### config.mk
export PLATFORM = sky130hd
export DESIGN_NAME = layer_sequencer
export DESIGN_NICKNAME = d
export VERILOG_FILES = /design/src/rtl/layer_sequencer_pkg.sv /design/src/rtl/seq_watchdog.sv /design/src/rtl/layer_sequencer.sv
export SDC_FILE = /design/constraint.sdc
export NUM_CORES = 1
export LEC_CHECK = 0
export CAP_MARGIN = 0
export CORE_ASPECT_RATIO = 1.75
export CORE_UTILIZATION = 52
export CTS_CLUSTER_SIZE = 12
export DETAILED_ROUTE_END_ITERATION = 12
export PLACE_DENSITY_LB_ADDON = 0.12
export SLEW_MARGIN = 20
export SYNTH_ARGS = -nofsm -noshare
export SYNTH_HDL_FRONTEND = slang
export SYNTH_SLANG_ARGS = --single-unit
### constraint.sdc
create_clock -name clk -period 2.3 [get_ports clk]
set_clock_uncertainty 0.05 [all_clocks]
set_input_delay 0.69 -clock clk [delete_from_list [all_inputs] [get_ports clk]]
set_output_delay 0.69 -clock clk [all_outputs]
set_load 0.03 [all_outputs]
### src/rtl/layer_sequencer_pkg.sv
// +--------------------------------------------------------------------+
// | layer_sequencer_pkg : shared state encoding and default constants  |
// | Rev 1.0                                                             |
// +--------------------------------------------------------------------+
`default_nettype none

package layer_sequencer_pkg;

  typedef enum logic [2:0] {
    IDLE   = 3'd0,
    RUN    = 3'd1,
    SETTLE = 3'd2,
    DONE   = 3'd3,
    FAULT  = 3'd4
  } seqState_t;

  localparam int c_defaultTimeout = 1024;

endpackage

`default_nettype wire

### src/rtl/seq_watchdog.sv
// +--------------------------------------------------------------------+
// | seq_watchdog : per-layer RUN-cycle watchdog, flags expiry on the    |
// | timeoutCycles-th enabled cycle since the last clear. Rev 1.0        |
// +--------------------------------------------------------------------+
`default_nettype none

module seq_watchdog
  import layer_sequencer_pkg::*;
#(
  parameter int timeoutCycles = c_defaultTimeout
) (
  input  logic clk,
  input  logic reset,
  input  logic clear,
  input  logic enable,
  output logic expired
);

  localparam int c_cntW = (timeoutCycles > 1) ? $clog2(timeoutCycles) : 1;
  localparam logic [c_cntW-1:0] c_lastCount = c_cntW'(timeoutCycles - 1);

  logic [c_cntW-1:0] r_count;

  // Counter parks on the last value so expiry stays asserted until cleared
  always_ff @(posedge clk or negedge reset) begin
    if (!reset) begin
      r_count <= '0;
    end else if (clear) begin
      r_count <= '0;
    end else if (enable && (r_count != c_lastCount)) begin
      r_count <= r_count + 1'b1;
    end
  end

  assign expired = enable && (r_count == c_lastCount);

endmodule

`default_nettype wire

### src/rtl/layer_sequencer.sv
// +--------------------------------------------------------------------+
// | layer_sequencer : walks an inference through numLayers chained      |
// | layers. Optional watchdog via macro LAYER_SEQ_TIMEOUT_EN. Rev 1.0   |
// +--------------------------------------------------------------------+
`default_nettype none

module layer_sequencer
  import layer_sequencer_pkg::*;
#(
  parameter int numLayers     = 3,
  parameter int timeoutCycles = c_defaultTimeout,
  parameter int cycleWidth    = 16
) (
  input  logic                         clk,
  input  logic                         reset,
  input  logic                         netInValid,
  output logic                         netInReady,
  output logic [numLayers-1:0]         layerValid,
  input  logic [numLayers-1:0]         layerOutValid,
  output logic [numLayers-1:0]         captureEn,
  output logic                         netOutValid,
  input  logic                         netOutReady,
  output logic [$clog2(numLayers)-1:0] curLayer,
  output logic [cycleWidth-1:0]        cycleCount,
  output logic                         error
);

  localparam int c_idxW = $clog2(numLayers);
  localparam logic [c_idxW-1:0] c_lastLayer = c_idxW'(numLayers - 1);

  seqState_t             r_state;
  seqState_t             w_nextState;
  logic [c_idxW-1:0]     r_curLayer;
  logic [cycleWidth-1:0] r_runCount;
  logic [cycleWidth-1:0] r_cycleCount;
  logic [cycleWidth-1:0] w_runCountInc;
  logic [numLayers-1:0]  w_curOneHot;
  logic                  w_layerDone;
  logic                  w_isLast;
  logic                  w_timeout;

  assign w_curOneHot   = numLayers'(1) << r_curLayer;
  // Only the active layer's completion flag is looked at
  assign w_layerDone   = |(layerOutValid & w_curOneHot);
  assign w_isLast      = (r_curLayer == c_lastLayer);
  assign w_runCountInc = (&r_runCount) ? r_runCount : r_runCount + 1'b1;

`ifdef LAYER_SEQ_TIMEOUT_EN
  logic r_error;

  seq_watchdog #(
    .timeoutCycles(timeoutCycles)
  ) u_watchdog (
    .clk    (clk),
    .reset  (reset),
    .clear  (r_state != RUN),
    .enable (r_state == RUN),
    .expired(w_timeout)
  );

  always_ff @(posedge clk or negedge reset) begin
    if (!reset) begin
      r_error <= 1'b0;
    end else if ((r_state == RUN) && (w_nextState == FAULT)) begin
      r_error <= 1'b1;
    end
  end

  assign error = r_error;
`else
  assign w_timeout = 1'b0;
  assign error     = 1'b0;
`endif

  always_ff @(posedge clk or negedge reset) begin
    if (!reset) begin
      r_state <= IDLE;
    end else begin
      r_state <= w_nextState;
    end
  end

  always_comb begin
    w_nextState = r_state;
    case (r_state)
      IDLE:    if (netInValid) w_nextState = RUN;
      // A completion on the watchdog's last cycle still counts as success
      RUN: begin
        if (w_layerDone) begin
          w_nextState = SETTLE;
        end else if (w_timeout) begin
          w_nextState = FAULT;
        end
      end
      SETTLE:  w_nextState = w_isLast ? DONE : RUN;
      DONE:    if (netOutReady) w_nextState = IDLE;
      FAULT:   w_nextState = FAULT;
      default: w_nextState = IDLE;
    endcase
  end

  always_comb begin
    netInReady  = (r_state == IDLE);
    netOutValid = (r_state == DONE);
    layerValid  = '0;
    captureEn   = '0;
    if (r_state == RUN) begin
      layerValid = w_curOneHot;
      if (w_layerDone) begin
        captureEn = w_curOneHot;
      end
    end
  end

  always_ff @(posedge clk or negedge reset) begin
    if (!reset) begin
      r_curLayer   <= '0;
      r_runCount   <= '0;
      r_cycleCount <= '0;
    end else begin
      case (r_state)
        IDLE: begin
          if (netInValid) begin
            r_curLayer <= '0;
            r_runCount <= '0;
          end
        end
        RUN: begin
          r_runCount <= w_runCountInc;
        end
        // The SETTLE cycle itself is part of the reported latency
        SETTLE: begin
          r_runCount <= w_runCountInc;
          if (w_isLast) begin
            r_cycleCount <= w_runCountInc;
          end else begin
            r_curLayer <= r_curLayer + 1'b1;
          end
        end
        default: begin
        end
      endcase
    end
  end

  assign curLayer   = r_curLayer;
  assign cycleCount = r_cycleCount;

endmodule

`default_nettype wire

==> results of run 1 <==
-- area by class of cell --
| cell class | count | area share (%) |
|---|---|---|
| inverter | 10 | 1.349 |
| clock buffer | 6 | 2.444 |
| sequential | 37 | 31.27 |
| multi-input combinational | 185 | 41.59 |
| timing repair buffer | 72 | 20.94 |
| clock inverter | 2 | 0.3371 |
| tap | 49 | 2.065 |
-- layout by cell type, fill, tap and decap left out, types with 6 or more instances in the layout --
cell / synthesis / final
nand3_1: 10 / 10
inv_1: 10 / 8
clkdlybuf4s50_1: 0 / 20
xnor2_1: 7 / 7
o21ai_0: 19 / 19
dfrtp_1: 37 / 35
buf_4: 2 / 41
a31oi_1: 10 / 10
o211ai_1: 6 / 6
a21oi_1: 11 / 11
or3_1: 11 / 11
nor2_1: 13 / 13
nand2_1: 23 / 23
-- layer usage --
metal / part of all wire [%] / routed length [um] / GRT usage (%)
met1: 38 / 2167 / 27.79
met2: 56 / 3213 / 51.00
met5: 0 / 0 / 0
met4: 2.4 / 137 / 12.04
met3: 3.6 / 209 / 4.082
-- per-stage QoR --
| step | cells | hold WS (ps) |
|---|---|---|
| floorplan | 251 | 344.4 |
| global placement | 344 | 411.1 |
| detailed placement | 344 | 419.3 |
| CTS | 361 | 307.0 |
| global route | 361 | 312.2 |
| finish | 361 | 292.6 |
-- worst reg2reg max path, delay by kind of cell (launching register included) --
kind                     cells  cell delay [ps]
adder cells (fa/ha/maj)      1              160
buffers and inverters       10             1000
flip-flops                   1              420
AO/OA/AOI/OAI                3              700
-- power by group through the flow --
stage                     combinational, mW  sequential (mW)  clock, mW
final                                  2.09             1.02      0.450
after detailed placement               1.89             1.02          0
after CTS                              2.05             1.01      0.456
after floorplan                        1.00             1.17          0
after global placement                 1.88             1.01          0
after global routing                   2.26             1.04      0.482
-- sequential cells by signal (all words and copies together), names as in the netlist --
signal / cells
cycleCount: 16
r_runCount: 16
r_state: 3
curLayer: 2
-- kinds of logic (layout without fill, tap and decap cells) --
group | Yosys count | count (layout) | synth area share (%)
AO/OA/AOI/OAI | 73 | 73 | 21.99
XOR/XNOR | 7 | 7 | 2.728
adder cells (fa/ha/maj) | 4 | 4 | 2.227
buffers and inverters | 29 | 90 | 6.125
flip-flops | 37 | 37 | 41.20
other | 1 | 1 | 0.1669
AND/OR/NAND/NOR | 100 | 100 | 25.56
-- repair_timing --
action / in CTS / in global routing
endpoints found under the setup margin: 5 / 5
pin swaps: 6 / 6
setup buffers: 9 / 2
gates resized for setup: 33 / 4
-- worst paths after layout --
check	depth (start not counted)	endpoint
hold reg to reg	2	cycleCount[3]$_DFFE_PN0P_
max in group asynchronous	2	curLayer[0]$_DFFE_PN0P_
setup reg to reg	14	r_state[0]$_DFFE_PN0P_
min in group clk	2	cycleCount[3]$_DFFE_PN0P_
setup / recovery	5	captureEn[2]
hold / removal	2	cycleCount[2]$_DFFE_PN0P_
==> results.txt, run 1 <==
count leader, synth: dfrtp_1
max_cap viols: 0
fmax: 401.8 MHz
antenna violations before repair: 0
Setup crit start kind: input port
CTS tree: built
total grt overflow: 0
Hold Buf Count CTS: 0
Port-buffer cells: 32
DR vias/cell: 5.922
final std cell area, no fill: 0.002969 mm2
Top-Level Pins: 34
YS warnings: 0
layout cells sized above 1: 24.04%
Placement Cell Area: 0.002778 mm2
fin crit share: 108.2%
Slew headroom: 63.94%
RSZ-0062 raised after global routing: yes
Finished Core Util: 71.54%
violated checks: setup timing
Setup violations, final: 5
clk_lat worst skew: 290 ps
CP max FO: 3
core area: 0.004150 mm2
Post-Syn Area: 0.002247 mm2
status: complete, but fails checks
clk sinks: 37
Die Height: 88.97 um
main area contributors after synthesis: dfrtp_1 41%, o21ai_0 4.2%, nand2_1 3.8%, or3_1 3.1%, a31oi_1 2.8%
Critical Path Source: layerOutValid[0]
Synth Net Count: 262
average wire per standard cell: 15.87 um
total CTS buffers: 5
Seq pwr share: 28.6%
Critical Path, Cell by Cell: dlygate4sd2_1 > a222oi_1 > nor2b_1 > and2_4 > buf_6
Final Hold Viols: 0
worst min path class: input port to async pin
CP arrival: 1750 ps
total track usage: 26.73%
largest net degree at the start of global routing: 38
Crit path max-delay family: compound AO/OA/AOI/OAI gates
Starting Density: 54.15%
Crit Path Class: input port to output port
flops & latches, synth: 37
Detailed Routing Iterations Pass 1: 4
maximum clock path buffer count: 2
final wirelength: 5.728 mm
Setup TNS: -699.9 ps
register area: 928.4 um2
internal cell power: 1.993 mW
PnR worst setup slack: -188.6 ps
Final Max Slew Viols: 0
clk root buf: clkbuf_8
Detailed Place HPWL: 3.944 mm
fin crit period: 2489 ps
combinational share of power: 58.8%
Mapped Cells: 251
Synth top area share: 41.20%
post-route ant nets: 0
residual DRC count: 0
Psw: 1.561 mW
actual slew at the worst max-slew pin: 536.0 ps
crit-path max cell delay: 400 ps
Chip Width: 51.70 um
Nets: 322
routability cong.: 0.8443
Detailed Route Iter0 Violations: 52
reg2reg setup slack: -110 ps
area of the multi-input gates: 0.001235 mm2
first-pass GRT wire length: 9.183 mm
FP Rows: 31
CP max-delay cell: a222oi_1
Avg Cell Area, Syn: 8.953 um2
nature of the critical path endpoint: output port
Post-synth EDFFs: 0
maximum resistive drop on vdd: 0.001065 V
ant diodes: 0
Clk network pwr share: 12.7%
synth unique cells: 52
clock transition at the registers of the reported paths: 80 ps
fill cell count: 318
vias in the first global route: 2074
post-synth top area cell: dfrtp_1
die area: 0.004599 mm2
PwrDens: 1197 mW/mm2
Synth Flop Type: dfrtp_1
synth-to-layout area growth: 32.13%
CP bufs+invs: 2
asr flop ratio synth: 100.0%
Tot Pwr: 3.554 mW
WP data required: 1560 ps
Leakage: 1.259 nW
H-tree levels: 2
most frequent cells after synthesis: 37 x dfrtp_1, 23 x nand2_1, 19 x o21ai_0, 13 x nor2_1
RR Startpoint: curLayer[0]$_DFFE_PN0P_
routed vias: 2138
Sw Share: 43.92%
Seq/Total Area, Yosys: 41.20%
dpl ws: -802.5 ps
Note: power is estimated with default switching activity, not from simulation.
==> inputs of run 2 (changes only) <==
- ABC_AREA: default -> 1
==> results.txt, run 2 <==
CP max-delay cell: dfrtp_1
Nets: 342 (+6.2%)
ant diodes: 0 (unchanged)
largest net degree at the start of global routing: 38 (unchanged)
Critical Path End: captureEn[1]
most frequent cells after synthesis: 119 x nand2_1, 37 x dfrtp_1, 27 x inv_1, 24 x nor2_1, 10 x nand3_2
core area: 0.003904 mm2 (-5.9%)
Mapped Cells: 289 (+15%)
Synth Net Count: 300 (+15%)
dpl ws: -186.8 ps (+615.8 ps)
flops & latches, synth: 37 (unchanged)
total track usage: 25.53% (-1.2 points)
most common cell after layout, fill and taps aside: nand2_1
post-synth top area cell: dfrtp_1
number of cells on the critical path: 5 (unchanged)
antenna violations before repair: 0 (unchanged)
vias in the first global route: 1902 (-8.3%)
maximum resistive drop on vdd: 0.0009523 V (-11%)
max_cap viols: 0 (unchanged)
end of the worst register-to-register path: r_runCount[0]$_DFFE_PN0P_
synth-to-layout area growth: 24.05%
CP bufs+invs: 3 (+1)
FP Rows: 30 (-3.2%)
DR vias/cell: 5.000 (-16%)
asr flop ratio synth: 100.0% (unchanged)
Detailed Routing Iterations Pass 1: 4 (unchanged)
fmax: 444.3 MHz (+11%)
PwrDens: 1231 mW/mm2 (+2.8%)
synth unique cells: 27 (-48%)
main area contributors after synthesis: dfrtp_1 43%, nand2_1 21%, inv_1 4.8%, nand3_2 4.7%, nor2_1 4.2%
CP arrival: 1510 ps (-240 ps)
residual DRC count: 0 (unchanged)
total grt overflow: 0 (unchanged)
layout cells sized above 1: 18.73% (-5.3 points)
fin crit period: 2251 ps (-238.0 ps)
Post-synth EDFFs: 0 (unchanged)
WP data required: 1560 ps (about the same)
Top-Level Pins: 34 (unchanged)
Die Height: 86.73 um (-2.5%)
leading cell types in the layout, fill and taps excluded: 117 x nand2_1, 36 x dfrtp_1, 24 x inv_1, 24 x nor2_1, 20 x clkdlybuf4s50_1
routability cong.: 0.9081 (+7.6%)
routed vias: 1895 (-11%)
Crit path max-delay family: buffers and inverters
Non-Filler Instances: 379 (+5.0%)
final wirelength: 4.830 mm (-16%)
clk_lat worst skew: 290 ps (about the same)
PnR worst setup slack: 49.42 ps (+238.0 ps)
fin crit share: 97.85% (-10 points)
RSZ-0062 raised after global routing: yes
clk root buf: clkbuf_8
reg2reg setup slack: 540 ps (+650 ps)
crit-path max cell delay: 430 ps (+30 ps)
Setup crit start kind: flip-flop
Critical Path, Cell by Cell: inv_2 > nand3_2 > buf_4 > nor3_2 > buf_4
Synth Flop Type: dfrtp_1
hold slack: 386.9 ps (+94.27 ps)
Starting Density: 54.65% (+0.50 points)
Placed Cells incl. Taps: 370 (+7.6%)
Post-Syn Area: 0.002133 mm2 (-5.1%)
YS warnings: 0 (unchanged)
maximum clock path buffer count: 2 (unchanged)
Final Max Slew Viols: 0 (unchanged)
Crit path top cell by count: buf_4
Leakage: 1.432 nW (+14%)
first-pass GRT wire length: 8.183 mm (-11%)
post-route ant nets: 0 (unchanged)
status: finished, final reports clean
average wire per standard cell: 12.74 um (-20%)
Avg Cell Area, Syn: 7.382 um2 (-18%)
Crit Path Class: flip-flop to output port
Port-buffer cells: 32 (unchanged)
H-tree levels: 2 (unchanged)
total CTS buffers: 5 (unchanged)
nature of the critical path endpoint: output port
Detailed Route Iter0 Violations: 42 (-19%)
Detailed Place HPWL: 3.562 mm (-9.7%)
CTS tree: built
Final Hold Viols: 0 (unchanged)
Critical Path Source: r_state[2]$_DFFE_PN0P_
worst min path class: input port to async pin
clk sinks: 37 (unchanged)
Seq/Total Area, Yosys: 43.40% (+2.2 points)
Chip Width: 50.42 um (-2.5%)
count leader, synth: nand2_1
clock transition at the registers of the reported paths: 70 ps (about the same)
CP max FO: 7 (+4)
RR Startpoint: r_runCount[0]$_DFFE_PN0P_
die area: 0.004372 mm2 (-4.9%)
Setup violations, final: 0 (-5)
R2R depth: 10 (-4)
Synth top area share: 43.40% (+2.2 points)
==> run 2: cell types whose count changed after synthesis, sizes merged, moves of 7 or more <==
cell	before	now
xnor2	7	0
nand2	23	125
inv	10	32
clkbuf	10	1
nand3	10	19
a21oi	11	1
or3	11	0
o21ai	21	13
a31oi	10	0
and2	7	0
nor2	13	29
==> run 2: area by class of cell <==
type | count | area [um2]
Fill cell | 344 | 1257
Multi-Input combinational cell | 213 | 1082
Sequential cell | 37 | 927.1
Timing Repair Buffer | 42 | 370.4
Inverter | 32 | 120.1
Clock buffer | 7 | 86.33
Tap cell | 48 | 60.06
==> run 2: per-stage QoR <==
stage	util (%)	setup TNS (ps)	instance area (um2)	power, mW
global route	67.79	-25.28	2646	3.478
finish	67.79	0	2646	3.258
floorplan	-	-309.0	2133	2.155
detailed placement	64.52	-475.1	2519	2.790
CTS	67.50	0	2635	3.274
global placement	64.52	-406.1	2519	2.758
==> run 2: timing repair <==
| item | CTS | global route |
|---|---|---|
| endpoints found under the setup margin | 8 | 6 |
| setup buffers | 2 | 0 |
| pin swaps | 5 | 1 |
| hold buffers | 0 | 0 |
| gates resized for setup | 16 | 10 |
| hold endpoints to repair | 0 | 0 |
| cloned | 0 | 0 |
==> run 2: cell families (layout without fill, tap and decap cells) <==
group	count (synthesis)	in the layout	synth area share, %
compound gates	18	18	4.868
xor+xnor	4	4	1.642
fa+ha+maj	4	4	2.346
buf+inv	39	81	7.625
flops	37	37	43.40
other cells	1	1	0.1758
simple gates	186	186	39.94
==> run 2: how the worst min path moves through the flow <==
| stage | startpoint | to | slack [ps] | cells after the start |
|---|---|---|---|---|
| 4_1_cts | reset | r_runCount[0]$_DFFE_PN0P_ | 400 | 2 |
| 5_1_grt | reset | r_runCount[11]$_DFFE_PN0P_ | 440 | 2 |
| 2_1_floorplan | reset | curLayer[0]$_DFFE_PN0P_ | 340 | 0 |
| 3_5_place_dp | cycleCount[13]$_DFFE_PN0P_ | cycleCount[13]$_DFFE_PN0P_ | 410 | 2 |
| 6_report | reset | cycleCount[11]$_DFFE_PN0P_ | 390 | 2 |
| 3_3_place_gp | cycleCount[13]$_DFFE_PN0P_ | cycleCount[13]$_DFFE_PN0P_ | 410 | 2 |
==> run 2: metal layers <==
layer,share of wire [%],wire [um],global-route usage [%],up-vias
li1,-,-,-,971
met1,38,1844,25.08,880
met2,56,2719,48.73,32
met3,2.7,128,4.561,12
met4,2.9,138,13.38,0
met5,0,0,0,-
==> run 2: power breakdown <==
group / leakage, nW / internal (mW) / switching, mW
combinational: 0.888 / 0.639 / 1.04
clock: 0.0443 / 0.238 / 0.218
sequential: 0.499 / 0.894 / 0.228
total: 1.43 / 1.77 / 1.49
==> inputs of run 3 (changes only) <==
- CTS_CLUSTER_SIZE: 12 -> default
==> results of run 3 <==
No change in the layout: final DEF, timing and power equal those of run 2.
